--- src/rtl/vx_tex_dcr_arb_if.sv ---
// DCR write bus between a configuration master and the texture DCR block.
interface VX_dcr_bus_if #(
    parameter int ADDR_BITS = 12,
    parameter int DATA_BITS = 32
);
    logic                 write_valid;
    logic [ADDR_BITS-1:0] write_addr;
    logic [DATA_BITS-1:0] write_data;

    modport master (output write_valid, output write_addr, output write_data);
    modport slave  (input  write_valid, input  write_addr, input  write_data);
endinterface

--- src/rtl/vx_tex_dcr_arb.sv ---
// Round-robin arbiter that funnels per-requester texture DCR writes onto one bus,
// inserting a stage-select write only when the tracked stage differs.
`ifndef VX_DCR_TEX_STAGE
`define VX_DCR_TEX_STAGE  12'h001
`endif
`ifndef VX_DCR_TEX_FORMAT
`define VX_DCR_TEX_FORMAT 12'h004
`endif
`ifndef VX_DCR_TEX_FILTER
`define VX_DCR_TEX_FILTER 12'h005
`endif

module vx_tex_dcr_arb #(
    parameter string INSTANCE_ID = "",
    parameter int    NUM_REQS    = 2,
    parameter int    NUM_STAGES  = 2,
    parameter int    ADDR_BITS   = 12,
    parameter int    DATA_BITS   = 32
) (
    input  logic                                         clk,
    input  logic                                         reset,
    input  logic [NUM_REQS-1:0]                          req_valid,
    input  logic [NUM_REQS-1:0][$clog2(NUM_STAGES)-1:0]  req_stage,
    input  logic [NUM_REQS-1:0][ADDR_BITS-1:0]           req_addr,
    input  logic [NUM_REQS-1:0][DATA_BITS-1:0]           req_data,
    output logic [NUM_REQS-1:0]                          req_ready,
    input  logic                                         invalidate,
    VX_dcr_bus_if.master                                 dcr_bus_if,
    output logic                                         busy
);
    localparam int STAGE_BITS = $clog2(NUM_STAGES);
    localparam int IDX_BITS   = (NUM_REQS > 1) ? $clog2(NUM_REQS) : 1;
    localparam logic [ADDR_BITS-1:0] STAGE_ADDR = ADDR_BITS'(`VX_DCR_TEX_STAGE);

    typedef enum logic [1:0] {IDLE, STAGE, DATA} state_t;

    typedef struct packed {
        logic [STAGE_BITS-1:0] stage;
        logic [ADDR_BITS-1:0]  addr;
        logic [DATA_BITS-1:0]  data;
    } req_t;

    state_t                state;
    req_t                  hold;
    logic [STAGE_BITS-1:0] shadow;
    logic                  shadow_valid;
    logic [IDX_BITS-1:0]   rr_ptr;
    logic                  armed;   // low for the first cycle out of reset

    logic                  grant_found;
    logic [IDX_BITS-1:0]   grant_idx;
    req_t                  grant_req;
    logic                  can_accept;
    logic                  accept;
    logic [STAGE_BITS-1:0] eff_shadow;
    logic                  eff_valid;
    logic                  stage_hit;

    // Search starts at rr_ptr and wraps; first valid requester wins.
    always_comb begin
        grant_found = 1'b0;
        grant_idx   = rr_ptr;
        for (int k = 0; k < NUM_REQS; k++) begin
            int j;
            j = int'(rr_ptr) + k;
            if (j >= NUM_REQS) j = j - NUM_REQS;
            if (!grant_found && req_valid[j]) begin
                grant_found = 1'b1;
                grant_idx   = IDX_BITS'(j);
            end
        end
    end

    always_comb begin
        grant_req.stage = req_stage[grant_idx];
        grant_req.addr  = req_addr[grant_idx];
        grant_req.data  = req_data[grant_idx];
    end

    assign can_accept = armed && !reset && (state == IDLE || state == DATA);

    always_comb begin
        req_ready = '0;
        if (can_accept && grant_found) req_ready[grant_idx] = 1'b1;
    end

    assign accept = |req_ready;

    // Shadow as it stands after this cycle's bus write, so a DATA-cycle accept
    // sees a pass-through stage write or a concurrent invalidate.
    always_comb begin
        eff_shadow = shadow;
        eff_valid  = shadow_valid;
        if (state == DATA && hold.addr == STAGE_ADDR) begin
            eff_shadow = hold.data[STAGE_BITS-1:0];
            eff_valid  = 1'b1;
        end
        if (invalidate) eff_valid = 1'b0;
    end

    assign stage_hit = eff_valid && (eff_shadow == grant_req.stage);

    always_ff @(posedge clk) begin
        if (reset) begin
            state        <= IDLE;
            hold         <= '0;
            shadow       <= '0;
            shadow_valid <= 1'b0;
            rr_ptr       <= '0;
            armed        <= 1'b0;
        end else begin
            armed <= 1'b1;

            if (state == STAGE) begin
                shadow       <= hold.stage;
                shadow_valid <= 1'b1;
            end else if (state == DATA && hold.addr == STAGE_ADDR) begin
                shadow       <= hold.data[STAGE_BITS-1:0];
                shadow_valid <= 1'b1;
            end
            if (invalidate) shadow_valid <= 1'b0;

            if (accept) begin
                hold   <= grant_req;
                rr_ptr <= (grant_idx == IDX_BITS'(NUM_REQS - 1)) ? '0
                                                                 : grant_idx + IDX_BITS'(1);
                state  <= stage_hit ? DATA : STAGE;
            end else begin
                case (state)
                    STAGE:   state <= DATA;
                    default: state <= IDLE;
                endcase
            end
        end
    end

    always_comb begin
        dcr_bus_if.write_valid = 1'b0;
        dcr_bus_if.write_addr  = '0;
        dcr_bus_if.write_data  = '0;
        case (state)
            STAGE: begin
                dcr_bus_if.write_valid = 1'b1;
                dcr_bus_if.write_addr  = STAGE_ADDR;
                dcr_bus_if.write_data  = DATA_BITS'(hold.stage);
            end
            DATA: begin
                dcr_bus_if.write_valid = 1'b1;
                dcr_bus_if.write_addr  = hold.addr;
                dcr_bus_if.write_data  = hold.data;
            end
            default: ;
        endcase
    end

    assign busy = (state != IDLE);

endmodule

--- src/flat_wrapper.sv ---
// flat-port wrapper written by rule: the top's interface ports become plain ports
module vx_tex_dcr_arb_flat 
#(
    parameter string INSTANCE_ID = "",
    parameter int    NUM_REQS    = 2,
    parameter int    NUM_STAGES  = 2,
    parameter int    ADDR_BITS   = 12,
    parameter int    DATA_BITS   = 32
)
  (clk, reset, req_valid, req_stage, req_addr, req_data, req_ready, invalidate, busy, dcr_bus_if_write_valid, dcr_bus_if_write_addr, dcr_bus_if_write_data);
  VX_dcr_bus_if #(.ADDR_BITS(ADDR_BITS), .DATA_BITS(DATA_BITS)) dcr_bus_if_i ();
  input  logic clk;
  input  logic reset;
  input  logic [NUM_REQS-1:0] req_valid;
  input  logic [NUM_REQS-1:0][$clog2(NUM_STAGES)-1:0] req_stage;
  input  logic [NUM_REQS-1:0][ADDR_BITS-1:0] req_addr;
  input  logic [NUM_REQS-1:0][DATA_BITS-1:0] req_data;
  output logic [NUM_REQS-1:0] req_ready;
  input  logic invalidate;
  output logic busy;
  output wire logic [$bits(dcr_bus_if_i.write_valid)-1:0] dcr_bus_if_write_valid;
  output wire logic [$bits(dcr_bus_if_i.write_addr)-1:0] dcr_bus_if_write_addr;
  output wire logic [$bits(dcr_bus_if_i.write_data)-1:0] dcr_bus_if_write_data;
  assign dcr_bus_if_write_valid = dcr_bus_if_i.write_valid;
  assign dcr_bus_if_write_addr = dcr_bus_if_i.write_addr;
  assign dcr_bus_if_write_data = dcr_bus_if_i.write_data;
  vx_tex_dcr_arb #(.INSTANCE_ID(INSTANCE_ID), .NUM_REQS(NUM_REQS), .NUM_STAGES(NUM_STAGES), .ADDR_BITS(ADDR_BITS), .DATA_BITS(DATA_BITS)) u_core (.clk(clk), .reset(reset), .req_valid(req_valid), .req_stage(req_stage), .req_addr(req_addr), .req_data(req_data), .req_ready(req_ready), .invalidate(invalidate), .dcr_bus_if(dcr_bus_if_i), .busy(busy));
endmodule
--- config.mk ---
export PLATFORM = sky130hd
export DESIGN_NAME = vx_tex_dcr_arb_flat
export DESIGN_NICKNAME = d
export VERILOG_FILES = /design/src/rtl/vx_tex_dcr_arb_if.sv /design/src/rtl/vx_tex_dcr_arb.sv /design/src/flat_wrapper.sv
export SDC_FILE = /design/constraint.sdc
export NUM_CORES = 1
export LEC_CHECK = 0
export ABC_CLOCK_PERIOD_IN_PS = 2300
export BUFFER_PORTS_ARGS = -buffer_cell sky130_fd_sc_hd__buf_2
export CORE_MARGIN = 1
export CORE_UTILIZATION = 42
export DETAILED_ROUTE_END_ITERATION = 6
export PLACE_DENSITY_LB_ADDON = 0.05
export SYNTH_ARGS = -nofsm -noshare
export SYNTH_HDL_FRONTEND = slang
export SYNTH_SLANG_ARGS = --single-unit
--- constraint.sdc ---
create_clock -name clk -period 2.3 [get_ports clk]
set_input_delay 0.46 -clock clk [delete_from_list [all_inputs] [get_ports clk]]
set_output_delay 0.46 -clock clk [all_outputs]
set_load 0.005 [all_outputs]
# Word level (Yosys, flattened, before mapping)
# Index checks and enable logic that the tools add are counted.
# W data, S select, Z words.
[op_classes]
addsub = 4
order_cmp = 6
n_eq_ne = 4
mux = 34
reduce_logical = 15
[op_table]
columns = ["cell", "n"]
rows = [
  ["$mux W32", 4],
  ["$lt A32 B3 Y1 const B", 2],
  ["$pmux W32 S2", 1],
  ["$ge A32 B3 Y1 const B", 1],
  ["$sub A32 B3 Y32 const B", 1],
  ["$mux W12", 2],
  ["$pmux W12 S2", 1],
  ["$mux W1", 21],
  ["$eq A12 B1 Y1 const B", 1],
  ["$mux W2", 4],
  ["$logic_and A1 B1 Y1", 7],
  ["$reduce_or A2 Y1", 3],
  ["$sub A1 B2 Y3 const B", 1],
  ["$add A1 B1 Y2 const B", 1],
  ["$eq A2 B1 Y1 const B", 1],
  ["$eq A2 B2 Y1 const B", 1],
  ["$ge A1 B2 Y1 const B", 1],
  ["$logic_not A1 Y1", 2],
  ["$logic_not A2 Y1", 1],
  ["$lt A1 B2 Y1 const B", 1],
  ["$reduce_bool A2 Y1", 1],
  ["$add A1 B1 Y1 const B", 1],
  ["$demux W1 S1", 1],
  ["$eq A1 B1 Y1", 1],
  ["other kinds (2)", 2],
]
[word_totals]
register_bits = 51
in_bits = 95
word_cells = 71

# Longest topological paths before layout
[logic_depth]
word_depth = 16
ltp_mapped = 8
ltp_nobuf = 7

# Worst setup path before layout
# OpenSTA, ideal clock, no wires.
[synth_path]
path_type = "in2out"
from = "in req_valid[0]"
to = "out req_ready[1]"
t_arrival_ns = 1.318
required_time_ns = 1.840
path_slack_ns = 0.522
path_stages = 5
path_cell_list = "inv_1 maj3_2 buf_4 buf_4 and2_1"
[synth_between]
elab_chain_len = 12
word_cells_on_any_way = 19
[synth_rtl]
columns = ["item", "line_no", "text"]
rows = [
  ["start, declared", "flat_wrapper.sv:14", "input logic [NUM_REQS-1:0] req_valid;"],
  ["$mux W1 (implied by the code) (3 in series)", "vx_tex_dcr_arb.sv:67", "if (!grant_found && req_valid[j]) begin"],
  ["$mux W1", "vx_tex_dcr_arb.sv:67", ""],
  ["$logic_not A1 Y1", "vx_tex_dcr_arb.sv:67", ""],
  ["$logic_and A1 B1 Y1", "vx_tex_dcr_arb.sv:67", ""],
  ["$mux W1", "vx_tex_dcr_arb.sv:67", ""],
  ["$lt A1 B2 Y1 (implied by the code) or $ge A1 B1 Y1 (tied branches)", "vx_tex_dcr_arb.sv:84", "if (can_accept && grant_found) req_ready[grant_idx] = 1'b1;"],
  ["$logic_and A1 B1 Y1 (implied by the code)", "vx_tex_dcr_arb.sv:84", ""],
  ["$mux W1 (implied by the code)", "vx_tex_dcr_arb.sv:84", ""],
  ["$demux W1 S1", "-", ""],
  ["$mux W2 *", "vx_tex_dcr_arb.sv:84", ""],
  ["end, declared", "flat_wrapper.sv:18", "output logic [NUM_REQS-1:0] req_ready;"],
]
# Mark *: on every way between the ends. The rest lies on a longest branch, timed or not. The select of a mux whose other input is x is not followed.

# Worst setup path in the final report
[layout_path]
from = "reg u_core.state[0]"
to = "out dcr_bus_if_write_data[0]"
[layout_between]
elab_chain_len = 2
word_cells_on_any_way = 3
[layout_rtl]
columns = ["item", "line_no", "text"]
rows = [
  ["start, declared", "vx_tex_dcr_arb.sv:43", "state_t state;"],
  ["start signal, assigned", "vx_tex_dcr_arb.sv:127", "state <= stage_hit ? DATA : STAGE;"],
  ["$eq A2 B2 Y1 or $eq A2 B1 Y1 (tied branches)", "vx_tex_dcr_arb.sv:141", "case (state)"],
  ["$pmux W32 S2 *", "vx_tex_dcr_arb.sv:141", ""],
  ["end, declared", "flat_wrapper.sv:23", "output wire logic [$bits(dcr_bus_if_i.write_data)-1:0] dcr_bus_if_write_data;"],
]
# Mark *: on every way between the ends. The rest lies on a longest branch, timed or not.

==> results_dict.tcl <==
set metrics [dict create \
    dpl-instance-area_mm2 0.00337 \
    synth_xor_area_share_pct 0.335 \
    cts_sinks 51 \
    max_freq_mhz 477 \
    min_from "invalidate" \
    antenna_found_initial 0 \
    dr.pass1.iters 4 \
    die_area_mm2 0.00654 \
    rows 28 \
    syn_area_mm2 0.00261 \
    end_kind "output port" \
    postSynthAreaPerCell_um2 9.04 \
    hold_viol 0 \
    cts.clk_slew.worst_paths_ps 90 \
    drive_above_1_share_pct 38.5 \
    n_antenna_cell 0 \
    vias_per_cell 4.84 \
    p_leak_nw 1.69 \
    final_area_mm2 0.00349 \
    ys_ff_latch 51 \
    tns_ps 0 \
    reg2reg_slack_ps 420 \
    htree_levels 2 \
    start_util_pct 43.8 \
    power_mw 1.98 \
    grt_max_degree 91 \
    avgRoutedWirePerCell_um 12.5 \
    ys_types 30 \
    synthMuxAreaShare_pct 17.6 \
    outcome "complete, no violations" \
    r2r_end "u_core.state[1]$_SDFF_PP0_" \
    clock_latency_ps 310 \
    core-area_mm2 0.00596 \
    drtIter0Drc 87 \
    yosysTopAreaCellShare_pct 39.1 \
    path_max_fanout 19 \
    gr-total-overflow 0 \
    min_path_type "in -> reg" \
    worst_pin_slew_ps 535 \
    synthToLayoutAreaGrowth_pct 33.5 \
    gp_congestion 0.721 \
    hold_end "u_core.shadow_valid$_SDFF_PP0_" \
    dp_hpwl_um 4490 \
    path_class "reg -> out" \
    slew_headroom_pct 64.3 \
    rsz0062_at_grt "false" \
    ir_worst_vdd_mv 0.263 \
    maxCapViolCount 0 \
    whs_path_depth 2 \
    first_global_vias 2015 \
    start_kind "register" \
    drt-total-wl_um 6210 \
    clk_root_buffer_cell "clkbuf_8" \
    clk_path_buf_depth 2 \
    finalMaxSlewViolations 0 \
    setup_ws_ps 205 \
    required_ps 1840 \
    via_count 2401 \
    reg2reg_from "u_core.state[0]$_SDFF_PP0_" \
    synth_simple_gate_area_share_pct 20.3 \
    die_x_um 80.9 \
    ios 143 \
    synth_fp_nets 387 \
    final.setup_skew_ps 4.95 \
    tritoncts "yes" \
    port_buffers 142 \
    worst_ep_arrival_time_ps 1630 \
    synth_area_leader_cell "dfxtp_1" \
    fin_crit_sh_pct 91.1 \
    power_density_mw_per_mm2 569 \
    r2r_cells 7 \
    synth_compound_area_share_pct 15.3 \
    grt_pass1_wl_um 9360 \
    layout_min_cycle_time_ps 2090 \
    synthTopCellsByArea "dfxtp_1 39%, mux2i_1 18%, a211oi_1 13%, and2_1 10%, nor2_1 6.9%" \
    cts_setup_buffers 0 \
    nets 518 \
    num-fill-cells 574 \
    cts_buffers 5 \
    yosys.area_share.adder_pct 1.87 \
    grt_util_all_layers_pct 18.5 \
    die_y_um 80.9 \
    postCtsResizedCells 0 \
    synth_top_family_by_area "simple AND/OR/NAND/NOR gates" \
    synth-seq-area-share_pct 39.1 \
    setup_violations 0 \
    synthCells 289 \
    place_ws_ps 426 \
    drc 0 \
    postRouteAntennaNets 0 \
    yosysWarnings 0 \
    cts_hold_buf 0 \
]
## power breakdown
part	internal [mW]	switching [mW]
clock network	0.352	0.291
registers	0.943	0.0313
logic	0.186	0.180
## cell families (layout without fill, tap and decap cells)
group / count (synthesis) / count (layout)
simple gates: 103 / 103
flops: 51 / 51
buf+inv: 31 / 163
mux: 46 / 46
compound gates: 53 / 53
fa+ha+maj: 4 / 4
xor+xnor: 1 / 1
## routing by layer
metal	GRT usage, %	up-vias	share of wire, %	wire (um)
li1	-	1277	-	-
met1	23.5	1030	46	2860
met2	31.3	88	47	2890
met3	3.93	6	6.3	394
met4	5.36	0	0.98	61
met5	0	-	0	0
## state kept, by name, summed over array words and instances, names as in the netlist
name	flops
u_core.shadow_valid	1
u_core.hold	45
u_core.rr_ptr	1
u_core.shadow	1
u_core.armed	1
u_core.state	2
## critical path: stages (launching register included)
cell and delay [ps]:
dfxtp_1 330, inv_1 80, ha_1 300, buf_4 260, nand2_1 70, a21boi_0 150
buf_2 130
## layout make-up
type | count | area, um^2 | area share (%)
repair buffers | 149 | 776 | 22.2
clock buffers | 6 | 82.6 | 2.37
multi-input cells | 207 | 1460 | 41.8
well taps | 75 | 93.8 | 2.69
flip-flops and latches | 51 | 1020 | 29.3
inverters | 6 | 22.5 | 0.646
clock inverters | 2 | 35.0 | 1.00
## layout by cell type, fill, tap and decap left out, drive strengths merged
cell type  count
dfxtp         51
and2          44
or2b           1
nor3           2
nor2          48
nor4           2
clkinv         1
o21ai          2
a211oi        44
nand3          1
nor2b          1
nand2          2
inv            6
o221ai         1
mux2i         46
and3           1
o221a          1
a31oi          1
ha             3
bufinv         1
nand4          1
clkbuf         6
a21boi         1
o21a           2
a41o           1
xnor2          1
maj3           1
buf          149
## Yosys cell counts
cell type	n
buf_2	6
o21a_1	2
clkbuf_1	13
ha_1	3
nand4_1	1
xnor2_1	1
o21ai_0	1
maj3_2	1
nor2_1	48
mux2i_1	46
o221a_1	1
a41o_1	1
a31oi_1	1
a21boi_0	1
buf_4	5
o221ai_1	1
nor4_2	2
nor3_1	2
nor2b_1	1
buf_1	1
and3_1	1
and2_2	1
nand2_1	2
nand3_1	1
and2_1	43
inv_1	6
or2b_1	1
o21ai_1	1
dfxtp_1	51
a211oi_1	44
## metrics by stage
step                      hold slack (ps)  std cells  util [%]
after floorplan                       444        289         -
after global placement                477        488      56.6
after detailed placement              486        488      56.6
after CTS                             325        496      58.6
after global routing                  339        496      58.6
final                                 328        496      58.6
## worst max-delay path by stage
| stage | startpoint | endpoint | slack [ps] | cells past startpoint |
|---|---|---|---|---|
| 2_1_floorplan | req_valid[0] | req_ready[1] | 520 | 5 |
| 3_3_place_gp | u_core.state[0]$_SDFF_PP0_ | u_core.state[1]$_SDFF_PP0_ | 480 | 7 |
| 3_5_place_dp | u_core.state[0]$_SDFF_PP0_ | u_core.state[1]$_SDFF_PP0_ | 430 | 7 |
| 4_1_cts | u_core.state[0]$_SDFF_PP0_ | dcr_bus_if_write_data[0] | 170 | 6 |
| 5_1_grt | u_core.state[0]$_SDFF_PP0_ | dcr_bus_if_write_data[0] | 80 | 6 |
| 6_report | u_core.state[0]$_SDFF_PP0_ | dcr_bus_if_write_data[0] | 210 | 6 |
(Power assumes the default switching activity.)
